==> config.mk <==
export PLATFORM = sky130hd
export DESIGN_NAME = prog_clock_divider
export DESIGN_NICKNAME = d
export VERILOG_FILES = /design/src/rtl/prog_clock_divider.sv
export SDC_FILE = /design/constraint.sdc
export NUM_CORES = 1
export LEC_CHECK = 0
export ABC_AREA = 1
export CAP_MARGIN = 30
export CORE_UTILIZATION = 40
export CTS_CLUSTER_SIZE = 40
export DETAILED_ROUTE_END_ITERATION = 8
export PLACE_DENSITY_LB_ADDON = 0.3
export SLEW_MARGIN = 40
export SYNTH_ARGS = -nofsm -noshare
export SYNTH_HDL_FRONTEND = slang
export SYNTH_SLANG_ARGS = --single-unit
==> constraint.sdc <==
create_clock -name clk -period 2.06 [get_ports clk]
set_input_delay 0.206 -clock clk [delete_from_list [all_inputs] [get_ports clk]]
set_output_delay 0.206 -clock clk [all_outputs]
set_load 0.02 [all_outputs]
==> src/rtl/prog_clock_divider.sv <==
// -----------------------------------------------------------------------------
// prog_clock_divider
//
// Programmable clock divider. It produces a registered 50% duty square wave
// whose half-period is (active_div + 1) cycles of clk. The full output period
// is therefore 2*(active_div+1) cycles. A divide value of 0 gives divide-by-2.
//
// A new divide value is staged through a one-entry pending register. It is
// only promoted to the active value at a terminal edge, so the output never
// glitches and never produces a shortened half-period.
//
// Parameters
//   WIDTH        width of the half-period counter and of the divide value
//   DEFAULT_DIV  divide value loaded at reset (must fit in WIDTH bits)
//
// Ports
//   clk      in   single clock; all state changes on its rising edge
//   rst_n    in   synchronous active-low reset; overrides clr, load and en
//   en       in   count enable; while low, cnt and clk_out hold
//   clr      in   synchronous phase clear: cnt=0 and clk_out=0; the
//                 pending and active divide values are left untouched
//   load     in   one-cycle strobe that captures div_in as the pending value
//   div_in   in   requested divide value D; half-period = D+1 clk cycles
//   clk_out  out  divided square wave, registered
//   tick     out  one-cycle pulse in the first cycle clk_out shows a new level
//   rise     out  tick qualified by clk_out == 1
//   fall     out  tick qualified by clk_out == 0
//   cnt      out  current half-period counter value
// -----------------------------------------------------------------------------
module prog_clock_divider #(
  parameter int unsigned           WIDTH       = 23,
  parameter logic [WIDTH-1:0]      DEFAULT_DIV = 4999999
) (
  input  logic             clk,
  input  logic             rst_n,
  input  logic             en,
  input  logic             clr,
  input  logic             load,
  input  logic [WIDTH-1:0] div_in,
  output logic             clk_out,
  output logic             tick,
  output logic             rise,
  output logic             fall,
  output logic [WIDTH-1:0] cnt
);

  // ---------------------------------------------------------------------------
  // Divide-value registers
  //   active_div  governs the half-period that is currently running
  //   pend_div    last value captured by load, waiting for a terminal edge
  //   pend_valid  pend_div holds a value that has not been applied yet
  // ---------------------------------------------------------------------------
  logic [WIDTH-1:0] active_div;
  logic [WIDTH-1:0] pend_div;
  logic             pend_valid;

  // ---------------------------------------------------------------------------
  // Terminal detection
  // A terminal edge ends the current half-period. clr wins over counting, so a
  // cycle with clr set is never a terminal even if cnt happens to match.
  // cnt never exceeds active_div: it is only incremented while below it, and
  // active_div only changes on a terminal edge, where cnt returns to 0.
  // ---------------------------------------------------------------------------
  logic terminal;
  logic at_limit;

  always_comb begin
    at_limit = (cnt == active_div);
    terminal = en && !clr && at_limit;
  end

  // ---------------------------------------------------------------------------
  // Next-value logic for the counter and the square wave
  // ---------------------------------------------------------------------------
  logic [WIDTH-1:0] cnt_nxt;
  logic             clk_out_nxt;

  always_comb begin
    cnt_nxt     = cnt;
    clk_out_nxt = clk_out;
    if (clr) begin
      cnt_nxt     = '0;
      clk_out_nxt = 1'b0;
    end else if (en) begin
      if (at_limit) begin
        cnt_nxt     = '0;
        clk_out_nxt = ~clk_out;
      end else begin
        cnt_nxt     = cnt + WIDTH'(1);
      end
    end
  end

  // ---------------------------------------------------------------------------
  // Next-value logic for the divide registers
  // The terminal consumes the pending value as it stood before this edge.
  // A load on the same edge is applied afterwards, so it overwrites pend_div
  // and re-arms pend_valid for the following terminal rather than being
  // consumed immediately. clr has no effect here.
  // ---------------------------------------------------------------------------
  logic [WIDTH-1:0] active_div_nxt;
  logic [WIDTH-1:0] pend_div_nxt;
  logic             pend_valid_nxt;

  always_comb begin
    active_div_nxt = active_div;
    pend_div_nxt   = pend_div;
    pend_valid_nxt = pend_valid;
    if (terminal && pend_valid) begin
      active_div_nxt = pend_div;
      pend_valid_nxt = 1'b0;
    end
    if (load) begin
      pend_div_nxt   = div_in;
      pend_valid_nxt = 1'b1;
    end
  end

  // ---------------------------------------------------------------------------
  // Strobe next values
  // The strobes are registered copies of the terminal condition. They line up
  // with the cycle in which clk_out first shows its new level. The direction
  // is taken from the level being left: leaving 0 means the new level is 1.
  // ---------------------------------------------------------------------------
  logic tick_nxt;
  logic rise_nxt;
  logic fall_nxt;

  always_comb begin
    tick_nxt = terminal;
    rise_nxt = terminal && !clk_out;
    fall_nxt = terminal &&  clk_out;
  end

  // ---------------------------------------------------------------------------
  // Counter and output register
  // ---------------------------------------------------------------------------
  always_ff @(posedge clk) begin
    if (!rst_n) begin
      cnt     <= '0;
      clk_out <= 1'b0;
    end else begin
      cnt     <= cnt_nxt;
      clk_out <= clk_out_nxt;
    end
  end

  // ---------------------------------------------------------------------------
  // Strobe registers
  // ---------------------------------------------------------------------------
  always_ff @(posedge clk) begin
    if (!rst_n) begin
      tick <= 1'b0;
      rise <= 1'b0;
      fall <= 1'b0;
    end else begin
      tick <= tick_nxt;
      rise <= rise_nxt;
      fall <= fall_nxt;
    end
  end

  // ---------------------------------------------------------------------------
  // Divide-value registers
  // Reset drops any pending load and restores the default divide value.
  // ---------------------------------------------------------------------------
  always_ff @(posedge clk) begin
    if (!rst_n) begin
      active_div <= DEFAULT_DIV;
      pend_div   <= DEFAULT_DIV;
      pend_valid <= 1'b0;
    end else begin
      active_div <= active_div_nxt;
      pend_div   <= pend_div_nxt;
      pend_valid <= pend_valid_nxt;
    end
  end

endmodule

==> flow_metrics.env, run 1 <==
export IMPL_fin_ws_ps=237
export IMPL_drt_iter0_drc=103
export IMPL_cts_root_buf="clkbuf_8"
export IMPL_cts_hold_buf=0
export IMPL_rsz0062_at_grt="false"
export IMPL_hold_path_depth=3
export IMPL_clk_latency_ps=350
export IMPL_fmax_ghz=0.549
export IMPL_hold_path_class="in -> reg"
export IMPL_core_area_um2=8220
export IMPL_synth_nets=518
export IMPL_synth_warnings=0
export IMPL_die_area_um2=8890
export IMPL_routed_via_count=3086
export IMPL_synth_cell_type_count=28
export IMPL_crit_top_cell="nor2_2"
export IMPL_finalMaxSlewViolations=0
export IMPL_fin_skew_ps=7.99
export IMPL_ys_top_cells_by_count="nand2_1, nor2_1, dfxtp_1"
export IMPL_drc=0
export IMPL_synth_seq_cells=74
export IMPL_synth_top_cells_by_area="dfxtp_1, nand2_1, nor2_1, nand3_1, inv_1"
export IMPL_wire_per_inst_um=11.6
export IMPL_start_kind="flip-flop"
export IMPL_diodes=0
export IMPL_place_area_um2=4080
export IMPL_cp_end_kind="flip-flop"
export IMPL_cts_htree_levels=3
export IMPL_pre_cts_ws_ps=132
export IMPL_path_class="reg -> reg"
export IMPL_r2r_start="cnt[1]$_SDFFE_PP0P_"
export IMPL_grt_util_all_layers_pct=19.1
export IMPL_synthToLayoutAreaGrowth_pct=25.6
export IMPL_synth_area_leader_cell="dfxtp_1"
export IMPL_synthesis_instances=489
export IMPL_cp_slowest_cell="dfxtp_1"
export IMPL_grt_pass1_wl_um=13100
export IMPL_ant_nets=0
export IMPL_grt_use_met1_pct=26.8
export IMPL_port_buffer_count=54
export IMPL_rows=33
export IMPL_via_per_inst=4.68
export IMPL_setup_viol=0
export IMPL_yosysSeqAreaShare_pct=43.5
export IMPL_period_needed_ps=1820
export IMPL_gr_usage_met2_pct=28.6
export IMPL_num_io_pins=55
export IMPL_ys_async_sr_fraction_pct=0
export IMPL_cp_required_ps=2290
export IMPL_start_util_pct=41.5
export IMPL_netlist_area_um2=3410
export IMPL_slowest_delay_ps=460
export IMPL_outcome="finished, final reports clean"
export IMPL_cp_cell_sequence="ha_1 -> nand3_2 -> nor2_2 -> nand3_1 -> nor2_2 -> nand2_2 -> nor2_2 -> nand2_1 -> xor2_1 -> nor2_2"
export IMPL_layout_drive_gt1_share_pct=8.30
export IMPL_drt_pass1_iter_count=4
export IMPL_arrival_ps=2050
export IMPL_fin_area_um2=4280
export IMPL_place_gp_congestion=0.852
export IMPL_grt_ovfl_total=0
export IMPL_dp_cells=643
export IMPL_fin_cells=659
export IMPL_startpoint="cnt[1]$_SDFFE_PP0P_"
export IMPL_antenna_found_initial=0
export IMPL_grt_met3_usage_pct=2.75
export IMPL_slew_headroom_pct=53.3
export IMPL_cts_num_sinks=74
export IMPL_cts_clk_slew_worst_paths_ps=80
export IMPL_finalPower_mw=2.75
export IMPL_leakagePower_nw=1.95
export IMPL_cts_buffers=9
export IMPL_p_per_area_nw_per_um2=643
export IMPL_cap_viol_max_count=0
export IMPL_die_h_um=94.3
export IMPL_finalHoldViolCount=0
export IMPL_cts_buffer_depth=2
export IMPL_yosysMostFrequentCell="nand2_1"
export IMPL_fin_nets=578
export IMPL_synth_edf_count=0
export IMPL_grt_pass1_vias=2786
export IMPL_grt_max_degree=47
export IMPL_ir_worst_vdd_uv=425
export IMPL_worst_slew_pin_slew_ps=699
export IMPL_yosysTopAreaCellShare_pct=43.5
export IMPL_syn_area_per_cell_um2=6.97
export IMPL_grt_busiest_layer="met2"
export IMPL_min_from="div_in[3]"
export IMPL_hpwl_um=5810
export IMPL_synth_flop_cell="dfxtp_1"
export IMPL_crit_path_max_fanout=5
export IMPL_wl_um=7660
export IMPL_fin_crit_sh_pct=88.5
export IMPL_rr_worst_depth=10
export IMPL_tritoncts="yes"
export IMPL_die_w_um=94.3
export IMPL_fin_setup_tns_ps=0
-- metal layers --
layer / vias to the layer above / part of all wire, %
met3: 10 / 4.1
met2: 66 / 44
li1: 1644 / -
met1: 1366 / 50
met5: - / 0
met4: 0 / 1.9
-- sequential cells by signal, indices dropped and copies added (netlist names) --
name	flops
rise	1
tick	1
pend_valid	1
cnt	23
active_div	23
clk_out	1
fall	1
pend_div	23
-- worst max-delay path: cells and delay by family, from the launching register on --
kind | cells | cell delay, ps
XOR/XNOR | 1 | 170
adder cells (fa/ha/maj) | 1 | 230
AND/OR/NAND/NOR | 8 | 840
flip-flops | 1 | 460
-- layout make-up --
type                            count  area, µm²
Fill cell                         821       3940
Multi-Input combinational cell    346       1640
Timing Repair Buffer               67        638
Clock buffer                       11        141
Inverter                           51        191
Sequential cell                    74       1480
Clock inverter                      5       53.8
Tap cell                          105        131
-- cells by family after synthesis --
kind of cell	count (synthesis)	synth area share, %
AO/OA/AOI/OAI	22	3.34
XOR/XNOR	24	6.17
adder cells (fa/ha/maj)	1	0.367
buffers and inverters	69	8.52
flip-flops	74	43.5
AND/OR/NAND/NOR	299	38.1
-- what timing repair did --
item	CTS	global route
gates resized for setup	0	1
buffers inserted	0	0
endpoints found under the setup margin	0	5
-- stage by stage --
step,hold WS (ps),utilization [%]
6_report,432,52.1
2_1_floorplan,332,-
3_3_place_gp,445,49.6
4_1_cts,418,52.0
5_1_grt,453,52.1
3_5_place_dp,448,49.6
-- power breakdown --
group | switching (mW) | leakage (nW) | internal [mW] | total [mW]
Sequential | 0.0264 | 0.603 | 1.46 | 1.49
Combinational | 0.0779 | 1.24 | 0.0774 | 0.155
Clock | 0.518 | 0.103 | 0.589 | 1.11
Total | 0.622 | 1.95 | 2.13 | 2.75
-- worst paths after layout --
check                               to  slack [ps]
max               cnt[22]$_SDFFE_PP0P_         240
min           pend_div[3]$_SDFFE_PN1P_         430
max reg2reg       cnt[22]$_SDFFE_PP0P_         240
min reg2reg  pend_div[14]$_SDFFE_PN1P_         470
-- cells in the final DEF (no fill, tap or decap), drive strengths merged --
cell type and count:
dfxtp 74, clkbuf 11, ha 1, nor3 4, o21ai 12, clkdlybuf4s50 54
clkinv 4, a21oi 7, nor4 2, nand2 141, nand4 15, nor3b 3
a31oi 1, nand3 40, xnor2 4, xor2 20, bufinv 1, nor2 94
o22ai 2, inv 51, buf 13
Power figures use the tool's default switching activity.
==> run 2: changes to the inputs <==
--- a/config.mk
+++ b/config.mk
@@ -11,6 +11,7 @@
 export CTS_CLUSTER_SIZE = 40
 export DETAILED_ROUTE_END_ITERATION = 8
 export PLACE_DENSITY_LB_ADDON = 0.3
+export SETUP_SLACK_MARGIN = 0.4
 export SLEW_MARGIN = 40
 export SYNTH_ARGS = -nofsm -noshare
 export SYNTH_HDL_FRONTEND = slang
==> run 2 against run 1 <==
- sequential power about the same
- worst setup slack improved by 170 ps
- final area increased by 7.1%
- clock skew decreased by 1.0 ps
- critical path depth decreased by 1
- global-route usage increased by 0.47 points
- via count increased by 4.1%
- clock-buffer cell count increased by 1
- power increased by 1.6%
- utilization increased by 3.7 points
- highest routed layer unchanged
==> flow_metrics.env, run 2 (same netlist as run 1, synthesis figures left out) <==
export IMPL_worst_slew_pin_slew_ps=693
export IMPL_wl_met3_um=387
export IMPL_ant_nets=0
export IMPL_finalMaxSlewViolations=0
export IMPL_clk_latency_ps=350
export IMPL_drc=0
export IMPL_leakagePower_nw=2.14
export IMPL_core_area_um2=8220
export IMPL_wl_um=8380
export IMPL_cts_htree_levels=3
export IMPL_cts_clk_slew_worst_paths_ps=80
export IMPL_tritoncts="yes"
export IMPL_m1WireLength_um=3970
export IMPL_die_area_um2=8890
export IMPL_grt_max_degree=47
export IMPL_drt_pass1_iter_count=4
export IMPL_power_switching_mw=0.632
export IMPL_synthToLayoutAreaGrowth_pct=34.5
export IMPL_start_util_pct=41.5
export IMPL_cts_buffer_depth=2
export IMPL_routed_via_count=3214
export IMPL_ir_worst_vdd_uv=354
export IMPL_fin_crit_sh_pct=80.2
export IMPL_setup_viol=0
export IMPL_wl_met2_um=3910
export IMPL_path_class="reg -> reg"
export IMPL_cts_root_buf="clkbuf_8"
export IMPL_crit_top_cell="nor2_1"
export IMPL_antenna_found_initial=0
export IMPL_die_h_um=94.3
export IMPL_period_needed_ps=1650
export IMPL_slew_headroom_pct=53.7
export IMPL_comb_power_share_pct=6.1
export IMPL_cp_cell_sequence="buf_4 -> nand3_1 -> nor2_2 -> nand2_1 -> nor2_4 -> nand2_2 -> nor2_1 -> xor2_1 -> nor2_1"
export IMPL_fin_nets=594
export IMPL_cp_slowest_cell="dfxtp_4"
export IMPL_grt_pass1_vias=2935
export IMPL_rows=33
export IMPL_highest_layer="met4"
export IMPL_fill_cells=769
export IMPL_rsz0062_at_grt="true"
export IMPL_hpwl_um=5840
export IMPL_wire_per_inst_um=12.4
export IMPL_place_gp_congestion=0.830
export IMPL_drt_iter0_drc=170
export IMPL_crit_path_max_fanout=4
export IMPL_p_per_area_nw_per_um2=610
export IMPL_die_w_um=94.3
export IMPL_grt_util_all_layers_pct=19.6
export IMPL_cts_hold_buf=0
export IMPL_grt_ovfl_total=0
export IMPL_dp_cells=645
export IMPL_via_per_inst=4.76
export IMPL_top_regs="active_div (23), cnt (23), pend_div (23)"
export IMPL_p_seq_share_pct=52.9
export IMPL_fin_cells=675
export IMPL_diodes=0
export IMPL_start_kind="flip-flop"
export IMPL_swShare_pct=22.6
export IMPL_intPower_mw=2.16
export IMPL_cts_num_sinks=74
export IMPL_outcome="finished, final reports clean"
export IMPL_final_common_cell="nand2_1"
export IMPL_fmax_ghz=0.605
export IMPL_cp_required_ps=2290
export IMPL_num_io_pins=55
export IMPL_arrival_ps=1880
export IMPL_cap_viol_max_count=0
export IMPL_slowest_delay_ps=380
export IMPL_fin_skew_ps=6.98
export IMPL_grt_pass1_wl_um=13500
export IMPL_hold_path_class="in -> reg"
export IMPL_cp_end_kind="flip-flop"
export IMPL_pwr_share_clk_pct=41.0
export IMPL_layout_drive_gt1_share_pct=17.9
export IMPL_fin_setup_tns_ps=0
export IMPL_port_buffer_count=54
export IMPL_finalHoldViolCount=0
export IMPL_final_cell_mix="nand2_1, nor2_1, dfxtp_1, inv_1, clkdlybuf4s50_1"
export IMPL_cts_buffers=9
==> run 2: per-layer routing <==
layer,up-vias,track usage (%)
li1,1680,-
met1,1449,26.1
met2,76,31.4
met3,9,3.07
met4,0,7.82
met5,-,0
==> run 2: worst max-delay path: cells and delay by family (launching register included) <==
family,cells,cell delay [ps]
flops,1,380
simple gates,7,870
xor+xnor,1,170
buf+inv,1,120
==> run 2: power by group through the flow <==
| stage | combinational (mW) | sequential [mW] | clock, mW |
|---|---|---|---|
| 2_1_floorplan | 0.0827 | 1.51 | 0 |
| 3_3_place_gp | 0.161 | 1.52 | 0 |
| 3_5_place_dp | 0.164 | 1.52 | 0 |
| 4_1_cts | 0.172 | 1.48 | 1.17 |
| 5_1_grt | 0.192 | 1.48 | 1.22 |
| 6_report | 0.171 | 1.48 | 1.15 |
==> run 2: cell type report <==
type / instances / area [µm²] / share of cell area [%]
Multi-Input combinational cell: 346 / 1750 / 38.1
Sequential cell: 74 / 1520 / 33.2
Timing Repair Buffer: 83 / 782 / 17.1
Inverter: 51 / 196 / 4.29
Clock buffer: 12 / 155 / 3.39
Tap cell: 105 / 131 / 2.87
Clock inverter: 4 / 50.0 / 1.09
==> run 2: path summary, 6_finish.rpt <==
kind / from / endpoint / slack, ps / cells past startpoint
setup / recovery: cnt[1]$_SDFFE_PP0P_ / cnt[19]$_SDFFE_PP0P_ / 410 / 9
hold / removal: div_in[14] / pend_div[14]$_SDFFE_PN1P_ / 430 / 3
setup reg to reg: cnt[1]$_SDFFE_PP0P_ / cnt[19]$_SDFFE_PP0P_ / 410 / 9
hold reg to reg: pend_div[2]$_SDFFE_PN1P_ / pend_div[2]$_SDFFE_PN1P_ / 470 / 2
==> run 2: repair_timing <==
item / 4_1_cts / 5_1_grt
resized for setup: 30 / 40
pin swaps: 5 / 7
gates cloned: 0 / 1
buffers inserted: 6 / 7
setup endpoints to repair: 57 / 49
==> run 2: per-stage QoR <==
stage | power (mW) | hold WS (ps) | instance area (µm²) | worst slack [ps] | utilization, %
6_report | 2.80 | 432 | 4580 | 407 | 55.8
5_1_grt | 2.89 | 445 | 4580 | 285 | 55.8
4_1_cts | 2.83 | 419 | 4420 | 402 | 53.7
3_5_place_dp | 1.68 | 445 | 4100 | 130 | 49.8
3_3_place_gp | 1.68 | 445 | 4100 | 162 | 49.8
2_1_floorplan | 1.60 | 332 | 3410 | 454 | -
